`src/rtl/pipeline_ctrl_pkg.sv`:
```
`default_nettype none
// ============================================================================
// Module   : pipeline_ctrl_pkg
// Brief    : Shared defines for the pipeline hazard/flush controller.
// Revision : 1.0 - initial release
// ============================================================================
package pipeline_ctrl_pkg;

    localparam int StallSignalLen = 6;

    localparam int StallPc    = 0;
    localparam int StallIfId  = 1;
    localparam int StallIdEx  = 2;
    localparam int StallExMem = 3;
    localparam int StallMemWb = 4;

    localparam logic [StallSignalLen-1:0] Zero = '0;

    localparam int ArbStateW = 2;
    typedef logic [ArbStateW-1:0] arb_state_t;

    localparam arb_state_t c_ARB_IDLE     = 2'd0;
    localparam arb_state_t c_ARB_IF_BUSY  = 2'd1;
    localparam arb_state_t c_ARB_MEM_BUSY = 2'd2;

    // Hold every pipeline register from the PC up to and including stage idx.
    function automatic logic [StallSignalLen-1:0] stall_upto(input int idx);
        return StallSignalLen'((32'd1 << (idx + 1)) - 32'd1);
    endfunction

endpackage
`default_nettype wire

```
`src/rtl/pipeline_ctrl_arb.sv`:
```
`default_nettype none
// ============================================================================
// Module   : pipeline_ctrl_arb
// Brief    : Memory-port arbiter between IF and MEM with stale-fetch discard.
// Revision : 1.0 - initial release
// ============================================================================
module pipeline_ctrl_arb
    import pipeline_ctrl_pkg::*;
(
    input  logic clk,
    input  logic rst,
    input  logic i_if_req,
    input  logic i_mem_req,
    input  logic i_mem_done,
    input  logic i_jump_flag,
    output logic o_mem_start,
    output logic o_mem_sel,
    output logic o_if_ack,
    output logic o_mem_ack
);

    arb_state_t r_state;
    arb_state_t w_state_nxt;
    logic       r_stale;
    logic       r_mem_start;
    logic       r_mem_sel;
    logic       r_if_ack;
    logic       r_mem_ack;
    logic       w_stale_nxt;
    logic       w_mem_start_nxt;
    logic       w_mem_sel_nxt;
    logic       w_if_ack_nxt;
    logic       w_mem_ack_nxt;

    always_ff @(posedge clk) begin
        if (rst) begin
            r_state     <= c_ARB_IDLE;
            r_stale     <= 1'b0;
            r_mem_start <= 1'b0;
            r_mem_sel   <= 1'b0;
            r_if_ack    <= 1'b0;
            r_mem_ack   <= 1'b0;
        end else begin
            r_state     <= w_state_nxt;
            r_stale     <= w_stale_nxt;
            r_mem_start <= w_mem_start_nxt;
            r_mem_sel   <= w_mem_sel_nxt;
            r_if_ack    <= w_if_ack_nxt;
            r_mem_ack   <= w_mem_ack_nxt;
        end
    end

    // An ack cycle still sees the requester's old request; skip it to avoid a double grant.
    always_comb begin
        w_state_nxt = r_state;
        case (r_state)
            c_ARB_IDLE: begin
                if (!(r_if_ack || r_mem_ack)) begin
                    if (i_mem_req)
                        w_state_nxt = c_ARB_MEM_BUSY;
                    else if (i_if_req)
                        w_state_nxt = c_ARB_IF_BUSY;
                end
            end
            c_ARB_IF_BUSY,
            c_ARB_MEM_BUSY: begin
                if (i_mem_done)
                    w_state_nxt = c_ARB_IDLE;
            end
            default: w_state_nxt = c_ARB_IDLE;
        endcase
    end

    // A jump in the completion cycle also makes the fetch wrong-path.
    always_comb begin
        w_mem_start_nxt = (r_state == c_ARB_IDLE) && (w_state_nxt != c_ARB_IDLE);
        w_mem_sel_nxt   = r_mem_sel;
        if (w_mem_start_nxt)
            w_mem_sel_nxt = (w_state_nxt == c_ARB_MEM_BUSY);
        w_if_ack_nxt  = (r_state == c_ARB_IF_BUSY) && i_mem_done && !(r_stale || i_jump_flag);
        w_mem_ack_nxt = (r_state == c_ARB_MEM_BUSY) && i_mem_done;
        w_stale_nxt   = r_stale;
        if (r_state == c_ARB_IF_BUSY) begin
            if (i_mem_done)
                w_stale_nxt = 1'b0;
            else if (i_jump_flag)
                w_stale_nxt = 1'b1;
        end
    end

    assign o_mem_start = r_mem_start;
    assign o_mem_sel   = r_mem_sel;
    assign o_if_ack    = r_if_ack;
    assign o_mem_ack   = r_mem_ack;

endmodule
`default_nettype wire

```
`src/rtl/pipeline_ctrl.sv`:
```
`default_nettype none
// ============================================================================
// Module   : pipeline_ctrl
// Brief    : Hazard/flush controller and memory-port arbiter for the 5-stage
//            core. Define PIPELINE_CTRL_PERF_EN to build the perf counters.
// Revision : 1.0 - initial release
// ============================================================================
module pipeline_ctrl
    import pipeline_ctrl_pkg::*;
#(
    parameter int STALL_W = StallSignalLen
) (
    input  logic               clk,
    input  logic               rst,
    input  logic               if_req,
    input  logic               mem_req,
    input  logic               id_stall_req,
    input  logic               ex_jump_req,
    input  logic               mem_done,
    output logic               mem_start,
    output logic               mem_sel,
    output logic               if_ack,
    output logic               mem_ack,
    output logic               if_bubble,
    output logic               id_bubble,
    output logic [STALL_W-1:0] stall_signal,
    output logic               jump_flag,
    output logic [31:0]        perf_stall_cycles,
    output logic [31:0]        perf_flushes
);

    pipeline_ctrl_arb u_arb (
        .clk         (clk),
        .rst         (rst),
        .i_if_req    (if_req),
        .i_mem_req   (mem_req),
        .i_mem_done  (mem_done),
        .i_jump_flag (jump_flag),
        .o_mem_start (mem_start),
        .o_mem_sel   (mem_sel),
        .o_if_ack    (if_ack),
        .o_mem_ack   (mem_ack)
    );

    // A jump waiting behind a MEM access is deferred: EX is held, so the request persists.
    always_comb begin
        stall_signal = STALL_W'(Zero);
        jump_flag    = 1'b0;
        if_bubble    = 1'b0;
        id_bubble    = 1'b0;
        if (mem_req && !mem_ack) begin
            stall_signal = STALL_W'(stall_upto(StallMemWb));
        end else if (ex_jump_req) begin
            jump_flag = 1'b1;
        end else if (id_stall_req) begin
            stall_signal = STALL_W'(stall_upto(StallIfId));
            id_bubble    = 1'b1;
        end else if (if_req && !if_ack) begin
            stall_signal = STALL_W'(stall_upto(StallPc));
            if_bubble    = 1'b1;
        end
    end

`ifdef PIPELINE_CTRL_PERF_EN
    logic [31:0] r_perf_stall_cycles;
    logic [31:0] r_perf_flushes;

    always_ff @(posedge clk) begin
        if (rst) begin
            r_perf_stall_cycles <= 32'd0;
            r_perf_flushes      <= 32'd0;
        end else begin
            if (|stall_signal)
                r_perf_stall_cycles <= r_perf_stall_cycles + 32'd1;
            if (jump_flag)
                r_perf_flushes <= r_perf_flushes + 32'd1;
        end
    end

    assign perf_stall_cycles = r_perf_stall_cycles;
    assign perf_flushes      = r_perf_flushes;
`else
    assign perf_stall_cycles = 32'd0;
    assign perf_flushes      = 32'd0;
`endif

endmodule
`default_nettype wire

```
`config.mk`:
```
export PLATFORM = sky130hd
export DESIGN_NAME = pipeline_ctrl
export DESIGN_NICKNAME = d
export VERILOG_FILES = /design/src/rtl/pipeline_ctrl_pkg.sv /design/src/rtl/pipeline_ctrl_arb.sv /design/src/rtl/pipeline_ctrl.sv
export SDC_FILE = /design/constraint.sdc
export NUM_CORES = 1
export LEC_CHECK = 0
export ABC_AREA = 1
export CORE_UTILIZATION = 34
export CTS_CLUSTER_SIZE = 12
export DETAILED_ROUTE_END_ITERATION = 10
export PLACE_DENSITY = 0.95
export SLEW_MARGIN = 10
export SYNTH_ARGS = -nofsm -noshare
export SYNTH_HDL_FRONTEND = slang
export SYNTH_SLANG_ARGS = --single-unit
export TNS_END_PERCENT = 30
```
`constraint.sdc`:
```
create_clock -name clk -period 2 [get_ports clk]
set_input_delay 0.5 -clock clk [delete_from_list [all_inputs] [get_ports clk]]
set_output_delay 0.5 -clock clk [all_outputs]
set_load 0.02 [all_outputs]
```
==> run summary <==
The synthesis-to-finish area growth is -2.550%. The per-cell via count in the routed design is 3.508, and the number of buffers on the longest clock path is 2. Walking the worst path, the cells encountered are clkdlybuf4s50_1 -> nand2_2 -> inv_2 -> buf_4 -> buf_2. The logs give 84 for the I/O pin total and 19 for the distinct cell type count of the synthesized netlist.

For this configuration, the core starts out at a cell density of 36.63%. The core outline area was 2545 um^2; the final count of hold timing violations was 0. Final net count: 161. The average size of a mapped cell is 7.398 um^2, and the minimum setup slack after placement is -389.6 ps. The depth of the most critical reg-to-reg path works out to 9.

Leaving out fill and tap cells, the most frequent cells in the layout are sky130_fd_sc_hd__conb_1, sky130_fd_sc_hd__nand2_1, sky130_fd_sc_hd__clkdlybuf4s50_1. The share of final-layout standard cells stronger than drive strength 1 is 19.46%, and the largest net degree at the start of global routing is 8. The total number of H-tree levels was 1; the hold path depth was 2. Number of clock sinks: 7. STA classifies the critical path endpoint as an output pin. Setup repair after global routing could not meet its margin everywhere. The run gives 8.314% as the global-route total usage across every layer. The cell area after layout was 908.4 um^2; the setup TNS was 0 ps. The later pin in the worst-skew pair is clocked with a latency of 250 ps.

After floorplanning, the core was divided into 18 placement rows. The cell sitting at the root of the clock tree is a sky130_fd_sc_hd__clkbuf_4. The die is 54.36 um tall.

The final core utilization came out at 35.69%. The worst setup path is launched from an input port. Via count of the first global-routing pass: 432. The type of the most critical hold path is flip-flop to flip-flop. Count of final max-slew check failures: 0. After layout, the worst path uses 97.35% of the clock period.

The tools report the count of filler cells inserted in the layout as 280. Of the synthesized area, sequential elements account for 15.03%. The global-route wire length before repair was 1676 um. The detail route stage leaves a number of antenna-violating nets equal to 0. STA puts the critical path data arrival time at 1450 ps.

For the worst setup path, the data required time is 1500 ps. TritonCTS built the clock tree. The logs give 2.085 ps for the worst clock skew on the final layout and 0 for the number of maximum-capacitance constraint violations. The logs give 2 for the total iterations of the first detailed-routing run and 932.1 um^2 for the netlist area before placement.

Setup violations remaining at the end of the flow were counted as 0. Maximum cell stage delay along the critical path: 500 ps. The post-placement cell area was 917.1 um^2. The final critical-path required period is 1947 ps.

Slowest cell on the critical path: sky130_fd_sc_hd__clkdlybuf4s50_1. IR analysis of the VDD net gives a maximum drop of 0.3353 mV. The initial antenna violation count is 0, and the number of buffers created by CTS is 3.

The run gives 0.7166 as the final RePlAce weighted congestion. Once routing completed, OpenROAD measured the worst setup slack at 52.99 ps. Total wire length after detailed routing: 1213 um.

The count of input and output buffers works out to 18. Standby leakage power: 0.5336 nW. The die covers 2955 um^2. The power density over the cells works out to 590.6 nW/um^2. The run gives 0 as the Yosys warning count.

Kind of critical path: input port to output pin. After detailed routing, the number of remaining DRC violations is 0. The most common cell after layout, fill and taps aside was sky130_fd_sc_hd__conb_1. After legalization and detailed placement, the total HPWL measured 1086 um. The clock-pin slew on the worst setup and hold paths was 50 ps. The run finished with clean final reports. In the final routed layout, each cell accounts on average for 6.777 um.

The initial detailed-routing violation count came out at 3. The register bit total from synthesis is 7. The global route total overflow was 0.

After technology mapping, the gate count stands at 126. In this run the worst path has a maximum fanout of 5. For the diode insertion count for antenna repair, the log shows 0.

Derived from the worst setup path, the maximum achievable clock frequency is 0.5136 GHz. The via count is 628, and the die boundary width is 54.36 um.
## area by class of cell
cell class / count / area [um^2] / area share [%]
inverter: 11 / 41.29 / 4.545
sequential: 7 / 140.1 / 15.43
timing repair buffer: 22 / 170.2 / 18.73
tap: 30 / 37.54 / 4.132
multi-input combinational: 105 / 493.0 / 54.27
clock buffer: 4 / 26.28 / 2.893
## cells in the mapped netlist
cell type | instances | share of area (%)
sky130_fd_sc_hd__nor3_1 | 2 | 1.1
sky130_fd_sc_hd__nand4_1 | 1 | 0.67
sky130_fd_sc_hd__nand2_1 | 12 | 4.8
sky130_fd_sc_hd__conb_1 | 1 | 0.40
sky130_fd_sc_hd__a21oi_1 | 2 | 1.1
sky130_fd_sc_hd__or2_1 | 1 | 0.67
sky130_fd_sc_hd__nor2_1 | 3 | 1.2
sky130_fd_sc_hd__nand3_2 | 3 | 3.2
sky130_fd_sc_hd__a21oi_2 | 1 | 0.94
sky130_fd_sc_hd__inv_2 | 5 | 2.0
sky130_fd_sc_hd__inv_1 | 6 | 2.4
sky130_fd_sc_hd__nand2_2 | 2 | 1.3
sky130_fd_sc_hd__buf_4 | 67 | 54
sky130_fd_sc_hd__dfxtp_1 | 7 | 15
sky130_fd_sc_hd__o211ai_1 | 1 | 0.81
sky130_fd_sc_hd__ha_1 | 4 | 5.4
sky130_fd_sc_hd__nor2_2 | 1 | 0.67
sky130_fd_sc_hd__nor3_2 | 1 | 1.1
sky130_fd_sc_hd__nand3_1 | 6 | 3.2
## metal layers
| layer | vias up | part of all wire (%) | track usage [%] |
|---|---|---|---|
| met5 | - | 0 | 0 |
| met4 | 0 | 0 | 1.282 |
| met3 | 0 | 13 | 5.000 |
| met2 | 51 | 55 | 16.67 |
| met1 | 274 | 31 | 6.885 |
| li1 | 303 | - | - |
## path summary, 6_finish.rpt
check | slack, ps | start | to
worst max-delay path | 50 | mem_req | stall_signal[3]
worst min-delay path | 480 | u_arb.o_mem_sel | u_arb.o_mem_sel
worst max register to register | 650 | u_arb.r_state[0] | u_arb.o_mem_sel
worst min register to register | 480 | u_arb.o_mem_sel | u_arb.o_mem_sel
## registers in the layout, summed over array words and instances, names as in the netlist
signal / cells
u_arb.o_if_ack: 1
u_arb.o_mem_ack: 1
u_arb.o_mem_sel: 1
u_arb.o_mem_start: 1
u_arb.r_stale: 1
u_arb.r_state: 2
## critical path, delay by kind of cell
family                 cells  cell delay, ps
and+or+nand+nor            1              80
buffers and inverters      4             870
## where the power goes
group	switching, mW	leakage [nW]	internal (mW)
clock	0.0505	0.0150	0.0760
sequential	0.00818	0.0573	0.152
combinational	0.188	0.461	0.0619
## per-stage QoR
stage | cells | power [mW] | hold slack, ps
2_1_floorplan | 190 | 0.4539 | 455.9
3_3_place_gp | 175 | 0.4172 | 467.6
3_5_place_dp | 175 | 0.4209 | 469.4
4_1_cts | 179 | 0.5478 | 480.7
5_1_grt | 179 | 0.5890 | 495.0
6_report | 179 | 0.5364 | 475.6
## cell families after synthesis
logic type               after synthesis  synth area share [%]
AND/OR/NAND/NOR                       32                 17.99
buffers and inverters                 78                 58.39
adder cells (fa/ha/maj)                4                 5.369
AO/OA/AOI/OAI                          4                 2.819
other                                  1                0.4023
flip-flops                             7                 15.03
## timing repair
item / in CTS / in global routing
endpoints found under the setup margin: 8 / 6
hold buffers: 0 / 0
pin swaps: 0 / 1
gates resized for setup: 26 / 6
buffers inserted: 0 / 0
No activity file was read; power rests on OpenSTA's default activity.
